<file path="src/rtl/alu_pkg.sv">
// alu_pkg: shared ALU opcodes, FSM state encoding and default datapath width.
package alu_pkg;
    localparam int DEF_WIDTH = 32;
    localparam logic [2:0] ALU_ADD = 3'b000;
    localparam logic [2:0] ALU_SUB = 3'b001;
    localparam logic [2:0] ALU_AND = 3'b010;
    localparam logic [2:0] ALU_OR  = 3'b011;
    localparam logic [2:0] ALU_XOR = 3'b100;
    localparam logic [2:0] ALU_SLT = 3'b101;
    localparam logic [2:0] ALU_SLL = 3'b110;
    localparam logic [2:0] ALU_SRL = 3'b111;
    typedef enum logic [1:0] {
        ST_IDLE  = 2'd0,
        ST_SHIFT = 2'd1,
        ST_DONE  = 2'd2
    } state_t;
endpackage

</file>
<file path="src/rtl/alu_if.sv">
// alu_if: operand/result valid-ready bundle between the ALU decoder side and the execution unit.
interface alu_if import alu_pkg::*; #(parameter int WIDTH = DEF_WIDTH);
    logic             in_valid;
    logic             in_ready;
    logic [2:0]       ALUControl;
    logic [WIDTH-1:0] SrcA;
    logic [WIDTH-1:0] SrcB;
    logic             out_valid;
    logic             out_ready;
    logic [WIDTH-1:0] Result;
    logic             Zero;
    logic             Negative;
    logic             Carry;
    logic             Overflow;
    logic             busy;
    modport master (
        output in_valid, ALUControl, SrcA, SrcB, out_ready,
        input  in_ready, out_valid, Result, Zero, Negative, Carry, Overflow, busy
    );
    modport slave (
        input  in_valid, ALUControl, SrcA, SrcB, out_ready,
        output in_ready, out_valid, Result, Zero, Negative, Carry, Overflow, busy
    );
endinterface

</file>
<file path="src/rtl/alu_comb_core.sv">
// alu_comb_core: single-cycle ALU ops (ADD..SLT) with carry and signed-overflow flags.
module alu_comb_core import alu_pkg::*; #(
    parameter int WIDTH = DEF_WIDTH
) (
    input  logic [2:0]       op,
    input  logic [WIDTH-1:0] a,
    input  logic [WIDTH-1:0] b,
    output logic [WIDTH-1:0] y,
    output logic             carry,
    output logic             ovf
);
    logic [WIDTH-1:0] bb;
    logic [WIDTH:0]   sum;
    logic             arith;
    logic             sv;
    // SUB and SLT share the A + ~B + 1 adder path
    always_comb begin
        arith = (op == ALU_ADD) || (op == ALU_SUB);
        bb    = (op == ALU_ADD) ? b : ~b;
        sum   = {1'b0, a} + {1'b0, bb} + {{WIDTH{1'b0}}, op != ALU_ADD};
        sv    = (a[WIDTH-1] == bb[WIDTH-1]) & (sum[WIDTH-1] != a[WIDTH-1]);
        y     = (op == ALU_AND) ? a & b :
                (op == ALU_OR)  ? a | b :
                (op == ALU_XOR) ? a ^ b :
                (op == ALU_SLT) ? {{(WIDTH-1){1'b0}}, sum[WIDTH-1] ^ sv} :
                arith           ? sum[WIDTH-1:0] : '0;
        carry = arith & sum[WIDTH];
        ovf   = arith & sv;
    end
endmodule

</file>
<file path="src/rtl/alu_exec_unit.sv">
// alu_exec_unit: handshaked ALU execution stage with iterative SLL/SRL and registered result/flags.
module alu_exec_unit import alu_pkg::*; #(
    parameter int WIDTH = DEF_WIDTH,
    parameter int SHW   = $clog2(WIDTH)
) (
    input logic   clk,
    input logic   rst,
    alu_if.slave  bus
);
    state_t           state;
    state_t           state_nx;
    logic [WIDTH-1:0] sh;
    logic [WIDTH-1:0] sh_nx;
    logic [WIDTH-1:0] a_sh1;
    logic [WIDTH-1:0] core_y;
    logic [WIDTH-1:0] res_d;
    logic [WIDTH-1:0] result;
    logic [SHW-1:0]   cnt;
    logic [SHW-1:0]   amt;
    logic             dir;
    logic             accept;
    logic             shift_op;
    logic             multi;
    logic             last;
    logic             ld;
    logic             core_c;
    logic             core_v;
    logic             zero;
    logic             neg;
    logic             carry;
    logic             ovf;

    alu_comb_core #(.WIDTH(WIDTH)) u_core (
        .op    (bus.ALUControl),
        .a     (bus.SrcA),
        .b     (bus.SrcB),
        .y     (core_y),
        .carry (core_c),
        .ovf   (core_v)
    );

    // The first shift happens at accept, so a shift by N spends N-1 cycles in SHIFT
    assign amt      = bus.SrcB[SHW-1:0];
    assign shift_op = bus.ALUControl[2] & bus.ALUControl[1];
    assign multi    = shift_op & (|amt[SHW-1:1]);
    assign accept   = bus.in_valid & bus.in_ready;
    assign a_sh1    = bus.ALUControl[0] ? bus.SrcA >> 1 : bus.SrcA << 1;
    assign sh_nx    = dir ? sh >> 1 : sh << 1;
    assign last     = (state == ST_SHIFT) && (cnt == SHW'(1));
    assign ld       = (accept & ~multi) | last;
    assign res_d    = (state == ST_SHIFT) ? sh_nx :
                      shift_op ? ((amt == '0) ? bus.SrcA : a_sh1) : core_y;

    always_ff @(posedge clk or negedge rst)
        if (!rst) state <= ST_IDLE;
        else state <= state_nx;

    always_comb begin
        state_nx = accept ? (multi ? ST_SHIFT : ST_DONE) :
                   (state == ST_SHIFT) ? (last ? ST_DONE : ST_SHIFT) :
                   (state == ST_DONE && bus.out_ready) ? ST_IDLE : state;
    end

    always_comb begin
        bus.in_ready  = rst & ((state == ST_IDLE) | ((state == ST_DONE) & bus.out_ready));
        bus.out_valid = state == ST_DONE;
        bus.busy      = state == ST_SHIFT;
    end

    always_ff @(posedge clk or negedge rst) begin
        if (!rst) begin
            sh     <= '0;
            cnt    <= '0;
            dir    <= 1'b0;
            result <= '0;
            zero   <= 1'b0;
            neg    <= 1'b0;
            carry  <= 1'b0;
            ovf    <= 1'b0;
        end else begin
            if (ld) begin
                result <= res_d;
                zero   <= ~|res_d;
                neg    <= res_d[WIDTH-1];
                carry  <= (state != ST_SHIFT) & core_c;
                ovf    <= (state != ST_SHIFT) & core_v;
            end
            if (accept) begin
                sh  <= a_sh1;
                cnt <= amt - SHW'(1);
                dir <= bus.ALUControl[0];
            end else if (state == ST_SHIFT) begin
                sh  <= sh_nx;
                cnt <= cnt - SHW'(1);
            end
        end
    end

    assign bus.Result   = result;
    assign bus.Zero     = zero;
    assign bus.Negative = neg;
    assign bus.Carry    = carry;
    assign bus.Overflow = ovf;
endmodule

</file>
<file path="src/flat_wrapper.sv">
// flat-port wrapper written by rule: the top's interface ports become plain ports
module alu_exec_unit_flat import alu_pkg::*;
#(
    parameter int WIDTH = DEF_WIDTH,
    parameter int SHW   = $clog2(WIDTH)
)
  (clk, rst, bus_in_valid, bus_ALUControl, bus_SrcA, bus_SrcB, bus_out_ready, bus_in_ready, bus_out_valid, bus_Result, bus_Zero, bus_Negative, bus_Carry, bus_Overflow, bus_busy);
  alu_if #(.WIDTH(WIDTH)) bus_i ();
  input logic clk;
  input logic rst;
  input wire logic [$bits(bus_i.in_valid)-1:0] bus_in_valid;
  input wire logic [$bits(bus_i.ALUControl)-1:0] bus_ALUControl;
  input wire logic [$bits(bus_i.SrcA)-1:0] bus_SrcA;
  input wire logic [$bits(bus_i.SrcB)-1:0] bus_SrcB;
  input wire logic [$bits(bus_i.out_ready)-1:0] bus_out_ready;
  output wire logic [$bits(bus_i.in_ready)-1:0] bus_in_ready;
  output wire logic [$bits(bus_i.out_valid)-1:0] bus_out_valid;
  output wire logic [$bits(bus_i.Result)-1:0] bus_Result;
  output wire logic [$bits(bus_i.Zero)-1:0] bus_Zero;
  output wire logic [$bits(bus_i.Negative)-1:0] bus_Negative;
  output wire logic [$bits(bus_i.Carry)-1:0] bus_Carry;
  output wire logic [$bits(bus_i.Overflow)-1:0] bus_Overflow;
  output wire logic [$bits(bus_i.busy)-1:0] bus_busy;
  assign bus_i.in_valid = bus_in_valid;
  assign bus_i.ALUControl = bus_ALUControl;
  assign bus_i.SrcA = bus_SrcA;
  assign bus_i.SrcB = bus_SrcB;
  assign bus_i.out_ready = bus_out_ready;
  assign bus_in_ready = bus_i.in_ready;
  assign bus_out_valid = bus_i.out_valid;
  assign bus_Result = bus_i.Result;
  assign bus_Zero = bus_i.Zero;
  assign bus_Negative = bus_i.Negative;
  assign bus_Carry = bus_i.Carry;
  assign bus_Overflow = bus_i.Overflow;
  assign bus_busy = bus_i.busy;
  alu_exec_unit #(.WIDTH(WIDTH), .SHW(SHW)) u_core (.clk(clk), .rst(rst), .bus(bus_i));
endmodule
</file>
<file path="config.mk">
export PLATFORM = sky130hd
export DESIGN_NAME = alu_exec_unit_flat
export DESIGN_NICKNAME = d
export VERILOG_FILES = /design/src/rtl/alu_pkg.sv /design/src/rtl/alu_if.sv /design/src/rtl/alu_comb_core.sv /design/src/rtl/alu_exec_unit.sv /design/src/flat_wrapper.sv
export SDC_FILE = /design/constraint.sdc
export NUM_CORES = 1
export LEC_CHECK = 0
export CORE_MARGIN = 5
export CORE_UTILIZATION = 30
export DETAILED_ROUTE_END_ITERATION = 10
export PLACE_DENSITY = 0.45
export SLEW_MARGIN = 40
export SYNTH_ARGS = -nofsm -noshare
export SYNTH_HDL_FRONTEND = slang
export SYNTH_SLANG_ARGS = --single-unit
</file>
<file path="constraint.sdc">
create_clock -name clk -period 3.1 [get_ports clk]
set_input_delay 0.62 -clock clk [delete_from_list [all_inputs] [get_ports clk]]
set_output_delay 0.62 -clock clk [all_outputs]
set_load 0.03 [all_outputs]
</file>
* Yosys cells after proc, flatten, opt, wreduce, memory -nomap -nowiden *
Index checks and enable logic that the tools add are counted.
Widths: inputs -> output; s select.

operators by class
  bitwise operators = 19
  eq/ne operators = 11
  reduce and logical (&&, ||, !) cells = 12
  $add $sub $neg = 4
  multiplexer cells = 20

operator list
  operator             count
  $mux 32              13
  $add 32x32->33       1
  $add 33x1->33        1
  $and 32x32->32       1
  $not 32->32          1
  $or 32x32->32        1
  $reduce_or 32->1     1
  $xor 32x32->32       1
  $and 1x1->1          11
  $mux 2               5
  $mux 5               2
  $sub 5x1->5 const B  2
  $eq 3x2->1 const B   2
  $eq 3x3->1 const B   2
  $reduce_bool 3->1    2
  $eq 5x1->1 const B   1
  $logic_not 5->1      1
  $reduce_or 4->1      1
  $eq 3x1->1 const B   1
  $logic_not 3->1      1
  $eq 2x1->1 const B   1
  $eq 2x2->1 const B   1
  $logic_and 1x1->1    2
  $logic_not 2->1      1
  other kinds (9)      10

storage, ports and cells
  output and inout bits = 39
  bits in registers = 76
  logic and storage cells = 75
  input port bits = 71

* Depth between registers and ports, before layout *
Gate-level depths: netlist of the first run.

  depth in word-level cells = 15
  mapped depth = 29
  depth with buffers taken out = 23

* Hierarchy *
From an unflattened synthesis of the first run, not the netlist that was laid out.

unflattened totals
  cell total of the unflattened synthesis = 1199
  area, all modules = 9102.5 um^2

by module, submodules not included
  module         cells an instance  area each (um^2)  instances  seq. area each (um^2)
  alu_exec_unit  591                4904.7            1          1876.8
  alu_comb_core  608                4197.8            1          0.0

* Worst setup path before layout of the first run *
Ideal clock, no wire load.

  kind = in2reg
  start = input bus_ALUControl[0]
  end = register u_core.zero, in the netlist u_core.bus.Zero
  slack = -3.468 ns
  required time = 3.034 ns
  data arrival time = 6.502 ns
  stages on the path = 28
  setup time = 0.066 ns
  path buffers = 6
  cell sequence = buf_6 -> clkbuf_1 -> clkbuf_1 -> clkbuf_1 -> clkbuf_1 -> nor2_1 -> buf_1 -> xnor2_1 -> ha_1 -> a21oi_1 -> o21ai_0 -> a32oi_4 -> o221ai_2 -> a21oi_1 -> o21ai_0 -> a21o_1 -> a21oi_1 -> fa_1 -> nor2_1 -> a211oi_1 -> a211oi_1 -> nor3_1 -> nand4_1 -> nor3_1 -> nand4_1 -> a2111oi_1 -> nand4_1 -> nand2_1

on the way
  longest elaborated chain between the ends = 15
  elaborated cells on any way between the ends = 26
  those cells by class = add/sub: 2; eq/ne: 7; mux: 10; bitwise: 2; reduce/logical: 5

ends and longest elaborated chain
  element               line                                      source
  from (decl)           flat_wrapper.sv:12                        input wire logic [$bits(bus_i.ALUControl)-1:0] bus_ALUControl;
  $logic_not 3->1       alu_comb_core.sv:18, alu_comb_core.sv:19
  $mux 32               alu_comb_core.sv:19                       bb = (op == ALU_ADD) ? b : ~b;
  $add 32x32->33        alu_comb_core.sv:20                       sum = {1'b0, a} + {1'b0, bb} + {{WIDTH{1'b0}}, op != ALU_ADD};
  $add 33x1->33         alu_comb_core.sv:20
  $ne 1x1->1            alu_comb_core.sv:21                       sv = (a[WIDTH-1] == bb[WIDTH-1]) & (sum[WIDTH-1] != a[WIDTH-1]);
  $and 1x1->1           alu_comb_core.sv:21
  $xor 1x1->1           alu_comb_core.sv:25                       (op == ALU_SLT) ? {{(WIDTH-1){1'b0}}, sum[WIDTH-1] ^ sv} :
  $mux 32               alu_comb_core.sv:25
  $mux 32               alu_comb_core.sv:24                       (op == ALU_XOR) ? a ^ b :
  $mux 32               alu_comb_core.sv:23                       (op == ALU_OR) ? a | b :
  $mux 32               alu_comb_core.sv:22                       y = (op == ALU_AND) ? a & b :
  $mux 32 (*)           alu_exec_unit.sv:52                       shift_op ? ((amt == '0) ? bus.SrcA : a_sh1) : core_y;
  $mux 32 (*)           alu_exec_unit.sv:51                       assign res_d = (state == ST_SHIFT) ? sh_nx :
  $reduce_or 32->1 (*)  alu_exec_unit.sv:83                       zero <= ~|res_d;
  $logic_not 1->1 (*)   alu_exec_unit.sv:83
  to (signal assigned)  alu_exec_unit.sv:83
  to (decl)             alu_exec_unit.sv:28                       logic zero;

Every way passes the cells marked *; elsewhere a longest branch is shown, timed or not.
A chain may end at the register's enable or synchronous reset.

* Worst setup path in the final report of the first run *
  start = input bus_ALUControl[2]
  end = register u_core.zero, in the netlist u_core.bus.Zero

on the way
  longest elaborated chain between the ends = 15
  elaborated cells on any way between the ends = 29
  those cells by class = add/sub: 2; eq/ne: 7; mux: 8; bitwise: 7; reduce/logical: 5

ends and longest elaborated chain
  element           line
  $logic_not 3->1   alu_comb_core.sv:18, alu_comb_core.sv:19
  $mux 32           alu_comb_core.sv:19
  $add 32x32->33    alu_comb_core.sv:20
  $add 33x1->33     alu_comb_core.sv:20
  $ne 1x1->1        alu_comb_core.sv:21
  $and 1x1->1       alu_comb_core.sv:21
  $xor 1x1->1       alu_comb_core.sv:25
  $mux 32           alu_comb_core.sv:25
  $mux 32           alu_comb_core.sv:24
  $mux 32           alu_comb_core.sv:23
  $mux 32           alu_comb_core.sv:22
  $mux 32           alu_exec_unit.sv:52
  $mux 32           alu_exec_unit.sv:51
  $reduce_or 32->1  alu_exec_unit.sv:83
  $logic_not 1->1   alu_exec_unit.sv:83

Several ways; a longest one is shown, not always the timed one.

==> impl_results.md, run 1 <==
- Outcome: finished, violations left
- Violated checks: setup timing
- Area of the core: 29600 um^2
- Wl on met1: 17400 um
- Final Hold Vio Count: 0
- Worst setup margin: -1.64 ns
- RSZ-0062 raised after global routing: true
- Required time of the critical path: 3.40 ns
- Worst-path clk slew: 0.07 ns
- CTS Buf Count: 9
- Highest metal used: met4
- Post-route ant nets: 0
- CP Buf/Inv Count: 5
- CP Capture Type: flip-flop
- Die width: 183 um
- Synthesized area: 8940 um^2
- # port buffers: 109
- Crit path top cell by count: nand4_1
- Placed cells: 1914
- Setup Crit Path Kind: primary input to flip-flop
- CTS root buf: clkbuf_16
- First-pass GRT wire length: 58400 um
- Site Rows: 63
- Pwr dens: 682 nW/um^2
- Critical path's largest stage delay: 0.56 ns
- Final Setup Violations: 30
- Slew Limit Headroom: 57.3%
- Synth async-reset ratio: 100%
- Setup crit start: bus_ALUControl[2]
- Worst-Margin Slew: 0.634 ns
- # H-tree levels: 3
- Gr usage total: 22.0%
- CP max-delay cell: fa_1
- Share of layout cells above drive strength 1: 31.6%
- Post-synthesis sequential area ratio: 21.0%
- 1st-iter DRT viols: 762
- Fmax: 211 MHz
- Routed vias/inst: 5.21
- Cell Count, Final, Fillers Out: 1962
- DRC: 0
- Dominant synthesized flop cell: dfrtp_1
- Tmin final: 4.74 ns
- Vias in the first global route: 10.2k
- Clk_lat worst skew: 0.36 ns
- Final core utilization: 47.7%
- Final Slew Violations: 0
- Initial Util: 30.2%
- DR pass1 iterations: 7
- Worst slack at placement: -2.43 ns
- GR Overflow Total: 0
- Tcrit/Tclk final: 153%
- Post-synth EDFFs: 0
- Initial antenna violation count: 0
- Dpl hpwl: 29000 um
- Final #Nets: 1747
- Vias: 10.2k
- Chip Height: 183 um
- Total Routed Length: 37800 um
- Routed length per instance: 19.2 um
- Crit Reg-Reg Startpoint: u_core.state[1]
- Syn Inst Count: 1160
- # diodes: 0
- Worst-path fanout max: 6
- Clock skew: 0.00761 ns
- Worst hold path type: primary input to async pin
- Synth Register Bits: 75
- Clock Sinks: 75
- Startpoint Class: primary input
- P_leak: 6.55 nW
- Area grow syn2layout: 57.8%
- Met3 wire length: 1650 um
- Die area: 33300 um^2
- Post-synthesis cell type count: 79
- Maxcap violations: 0
- CP Data Arrival Time: 5.04 ns
- Pin count of the biggest net entering global routing: 63
- GPL Wtd Cong: 0.834
- Syn Nets: 1339
- Mean post-synth cell area: 7.70 um^2
- I/O pins: 110
- Peak supply drop: 0.336 mV
- WL met2: 18000 um
- Yosys warning count: 0
- Max Buffers Root-to-Sink: 2
- CTS tree: yes
- Delay-heaviest family, CP: simple AND/OR/NAND/NOR gates
[logic make-up after synthesis]
kind of cell / share of synthesized area (%)
flops: 21.0
simple gates: 16.3
fa+ha+maj: 15.3
compound gates: 28.4
xor+xnor: 4.70
buf+inv: 6.52
mux: 7.71
[metal layers]
| metal | global-route usage [%] | vias up |
|---|---|---|
| met5 | 0 | - |
| li1 | - | 5003 |
| met2 | 36.7 | 255 |
| met3 | 2.37 | 40 |
| met1 | 30.5 | 4915 |
| met4 | 5.19 | 0 |
[cell usage after synthesis (all sizes together) (16+ instances only)]
cell    number  area [um^2]
buf         17         78.8
nor2        82          308
inv         77          289
a21oi       91          455
nand3       17         85.1
ha         106         1330
xnor2       42          368
o211ai      36          270
mux2i       64          641
clkbuf      57          215
a211oi      16          120
nor3        17         85.1
dfrtp       75         1880
nand2      140          526
o21ai      115          579
[where the power goes]
group | leakage, nW | internal, mW | switching [mW]
Clock | 0.146 | 0.648 | 0.485
Sequential | 0.898 | 1.47 | 0.362
Combinational | 5.51 | 3.06 | 3.59
Total | 6.55 | 5.18 | 4.44
[placed cells by master (no fill, tap or decap), types with 7 or more instances in the layout]
cell type / instances
buf_4: 331
nand2_1: 135
clkdlybuf4s50_1: 103
ha_1: 101
o21ai_0: 86
nor2_1: 77
inv_1: 75
a21oi_1: 75
dfrtp_1: 75
mux2i_1: 63
o211ai_1: 36
xnor2_1: 30
buf_6: 27
nand3_1: 16
o21ai_1: 16
a21o_1: 14
nor3_1: 13
nand2b_1: 12
nand4_1: 12
a21oi_2: 11
xnor2_2: 10
o21ai_2: 10
a211oi_1: 10
a221oi_1: 9
clkbuf_16: 9
o21a_1: 8
buf_12: 8
and2_1: 7
nor2b_1: 7
a22oi_1: 7
o221ai_1: 7
[through the flow]
step / hold slack (ns) / instance area, um^2 / setup TNS [ns] / power [mW]
floorplan: 0.324 / 9210 / -19.61 / 5.11
global placement: 0.452 / 12900 / -39.03 / 7.91
detailed placement: 0.460 / 12900 / -40.26 / 7.93
CTS: 0.271 / 13700 / -12.73 / 9.41
global route: 0.286 / 14100 / -19.55 / 10.3
finish: 0.258 / 14100 / -15.66 / 9.62
[sequential cells by signal, summed over array words and instances (netlist names)]
register and flops:
u_core.bus.Result 31, u_core.bus.Negative 1, u_core.bus.Overflow 1, u_core.bus.Zero 1
u_core.sh 32, u_core.cnt 5, u_core.state 2, u_core.dir 1
u_core.bus.Carry 1
[path summary, 6_finish.rpt]
check                                   endpoint  slack (ns)  cells past startpoint
max reg2reg                      u_core.bus.Zero        0.19                     12
max in group asynchronous  u_core.bus.Result[22]        1.99                      3
max                              u_core.bus.Zero       -1.64                     26
min reg2reg                u_core.bus.Result[11]        0.47                      2
min                          u_core.bus.Overflow        0.26                      2
min in group clk           u_core.bus.Result[11]        0.47                      2
[worst reg2reg max path, delay by kind of cell (launching register included)]
| kind | cells | cell delay, ns |
|---|---|---|
| AO/OA/AOI/OAI | 3 | 0.51 |
| buffers and inverters | 3 | 0.88 |
| flip-flops | 1 | 0.42 |
| AND/OR/NAND/NOR | 6 | 1.04 |
[layout make-up]
class | count | area (um^2)
multi-input cells | 934 | 7150
repair buffers | 471 | 4000
clock inverters | 5 | 62.6
fillers | 2958 | 15500
flip-flops and latches | 75 | 1880
clock buffers | 10 | 239
well taps | 390 | 488
inverters | 77 | 289
[timing repair]
action	4_1_cts	5_1_grt
endpoints found under the setup margin	35	33
buffers inserted	19	15
pin swaps	32	38
gates resized for setup	89	58
hold buffers	0	0
(Power assumes the default switching activity.)
==> run 2: changes to the inputs <==
--- a/config.mk
+++ b/config.mk
@@ -7,6 +7,7 @@
 export LEC_CHECK = 0
 export CORE_MARGIN = 5
 export CORE_UTILIZATION = 30
+export CTS_CLUSTER_DIAMETER = 120
 export DETAILED_ROUTE_END_ITERATION = 10
 export PLACE_DENSITY = 0.45
 export SLEW_MARGIN = 40
==> results of run 2 <==
Same layout as run 1: the final DEF is identical, and so are final timing and power.
==> run 3: changes to the inputs <==
--- a/config.mk
+++ b/config.mk
@@ -5,7 +5,7 @@
 export SDC_FILE = /design/constraint.sdc
 export NUM_CORES = 1
 export LEC_CHECK = 0
-export CORE_MARGIN = 5
+export CORE_MARGIN = 2
 export CORE_UTILIZATION = 30
 export CTS_CLUSTER_DIAMETER = 120
 export DETAILED_ROUTE_END_ITERATION = 10
==> impl_results.md, run 3 (synthesis results as in run 1) <==
- Outcome: finished, violations left
- Violated checks: setup timing
- P_sw: 4.41 mW (-0.63%)
- Initial antenna violation count: 0 (unchanged)
- DR pass1 iterations: 6 (-1)
- Max reg flops: 32 (unchanged)
- Sequential power share: 18.5% (-0.5 points)
- Area of the core: 29500 um^2 (-0.27%)
- Pin count of the biggest net entering global routing: 63 (unchanged)
- Tcrit/Tclk final: 152% (-1.2 points)
- Int Pwr: 5.30 mW (+2.4%)
- Critical path's largest stage delay: 0.57 ns (about the same)
- Tmin final: 4.71 ns (-0.0369 ns)
- Share of layout cells above drive strength 1: 31.8% (+0.23 points)
- Area grow syn2layout: 58.9%
- Startpoint Class: primary input
- CTS root buf: clkbuf_16
- Worst-path fanout max: 7 (+1)
- Fmax: 212 MHz (+0.78%)
- WL met2: 17500 um (-3.3%)
- # diodes: 0 (unchanged)
- DRC: 0 (unchanged)
- Placed cells: 1916 (+0.10%)
- CP Capture Type: flip-flop
- Worst-Margin Slew: 0.643 ns (+0.00900 ns)
- CP Data Arrival Time: 4.99 ns (-0.05 ns)
- Cell Count, Final, Fillers Out: 1957 (-0.25%)
- Dpl hpwl: 28900 um (-0.47%)
- CTS Buf Count: 9 (unchanged)
- # H-tree levels: 3 (unchanged)
- Initial Util: 30.3% (+0.081 points)
- Met3 wire length: 1520 um (-7.6%)
- Chip Height: 177 um (-3.3%)
- Routed vias/inst: 5.20 (about the same)
- Routed length per instance: 19.2 um (-0.41%)
- Vias in the first global route: 9807 (-3.6%)
- Worst hold path type: primary input to async pin
- # port buffers: 109 (unchanged)
- Worst setup margin: -1.61 ns (+0.0369 ns)
- CP max-delay cell: fa_1
- Comb pwr share: 69.2% (about the same)
- Crit path top cell by count: nand4_1
- Highest metal used: met4
- Maxcap violations: 0 (unchanged)
- Site Rows: 63 (unchanged)
- Flop2flop setup slack: 0.33 ns (+0.14 ns)
- Peak supply drop: 0.278 mV (-17%)
- Total Routed Length: 37500 um (-0.66%)
- Most common cell after layout, fill and taps aside: buf_4
- Switching share of power: 45.4% (-0.75 points)
- GPL Wtd Cong: 0.865 (+3.7%)
- GR Overflow Total: 0 (unchanged)
- P_leak: 6.55 nW (about the same)
- 1st-iter DRT viols: 646 (-15%)
- Required time of the critical path: 3.39 ns (about the same)
- Wl on met1: 17700 um (+1.7%)
- Largest Register: u_core.sh
- Layout filler cell count: 2948 (-0.34%)
- Area of the multi-input gates: 7240 um^2 (+1.3%)
- Clock Sinks: 75 (unchanged)
- Clock skew: 0.0113 ns (+0.00367 ns)
- Final Slew Violations: 0 (unchanged)
- Clk_lat worst skew: 0.35 ns (about the same)
- Post-route ant nets: 0 (unchanged)
- Gr usage total: 24.0% (+2.0 points)
- Slew Limit Headroom: 57.2% (-0.14 points)
- CTS tree: yes
- Setup Crit Path Kind: primary input to flip-flop
- I/O pins: 110 (unchanged)
- RSZ-0062 raised after global routing: true
- Pwr dens: 684 nW/um^2 (+0.33%)
- Cts hold-fix bufs: 0 (unchanged)
- Die width: 177 um (-3.3%)
- Vias: 10.2k (-0.28%)
- Max Buffers Root-to-Sink: 2 (unchanged)
- Final Hold Vio Count: 0 (unchanged)
- Sequential Area: 1880 um^2 (unchanged)
- Final #Nets: 1741 (-0.34%)
- Commonest cells after routing, fill and taps aside: buf_4 (326), nand2_1 (134), clkdlybuf4s50_1 (103)
- Worst-path clk slew: 0.07 ns (about the same)
- Total Power: 9.71 mW (+1.0%)
- Final Setup Violations: 29 (-3.3%)
- Clk network pwr share: 12.3% (+0.5 points)
- Die area: 31200 um^2 (-6.5%)
- First-pass GRT wire length: 57400 um (-1.7%)
-- run 3: cell types whose count changed in the layout (fill, tap and decap cells not counted), sizes merged --
| cell | delta |
|---|---|
| clkbuf | +2 |
| bufinv | +1 |
| buf | -6 |
| clkinvlp | -1 |
| inv | -1 |
-- run 3: layer usage --
metal / vias up / GRT usage (%)
li1: 5001 / -
met1: 4878 / 33.7
met2: 260 / 38.9
met3: 45 / 1.92
met4: 0 / 7.33
met5: - / 0
-- run 3: worst max-delay path, delay by kind of cell --
family,cells,cell delay (ns)
buffers and inverters,3,0.40
AOI/OAI and AO/OA,9,1.38
adders and majority gates,2,0.85
xor gates and xnor gates,1,0.09
and+or+nand+nor,11,1.64
-- run 3: through the flow --
| stage | cell area, um^2 | TNS, ns | hold WS [ns] | setup slack, ns | util (%) |
|---|---|---|---|---|---|
| final | 14200 | -17.65 | 0.228 | -1.61 | 48.2 |
| after global routing | 14200 | -21.91 | 0.249 | -1.86 | 48.2 |
| after CTS | 13900 | -15.76 | 0.233 | -1.91 | 47.1 |
| after detailed placement | 12900 | -40.45 | 0.459 | -2.47 | 43.9 |
| after global placement | 12900 | -39.54 | 0.453 | -2.28 | 43.9 |
| after floorplan | 9210 | -19.61 | 0.324 | -1.89 | - |
-- run 3: power groups by stage --
| stage | Clock, mW | Sequential, mW | Combinational [mW] |
|---|---|---|---|
| floorplan | 0 | 2.13 | 2.98 |
| global placement | 0 | 1.81 | 6.17 |
| detailed placement | 0 | 1.81 | 6.17 |
| CTS | 1.22 | 1.80 | 6.52 |
| global route | 1.26 | 1.86 | 7.28 |
| finish | 1.20 | 1.80 | 6.72 |
-- run 3: path summary, 6_finish.rpt --
check | from | endpoint | cells past startpoint
setup / recovery | bus_ALUControl[2] | u_core.bus.Zero | 26
hold / removal | rst | u_core.bus.Result[1] | 2
setup reg to reg | u_core.state[0] | u_core.bus.Zero | 14
hold reg to reg | u_core.bus.Result[21] | u_core.bus.Result[21] | 2
max in group asynchronous | rst | u_core.bus.Result[21] | 3
min in group clk | u_core.bus.Result[21] | u_core.bus.Result[21] | 2
-- run 3: repair_timing --
action,4_1_cts,5_1_grt
cloned,1,0
setup endpoints to repair,35,34
pin swaps,65,43
buffers inserted,18,8
resized for setup,107,49
-- run 3: final cells by class --
cell class | instances | share of cell area [%]
Sequential cell | 75 | 13.2
Tap cell | 390 | 3.44
Clock buffer | 12 | 1.74
Inverter | 77 | 2.04
Clock inverter | 4 | 0.520
Multi-Input combinational cell | 934 | 51.0
Timing Repair Buffer | 465 | 28.1
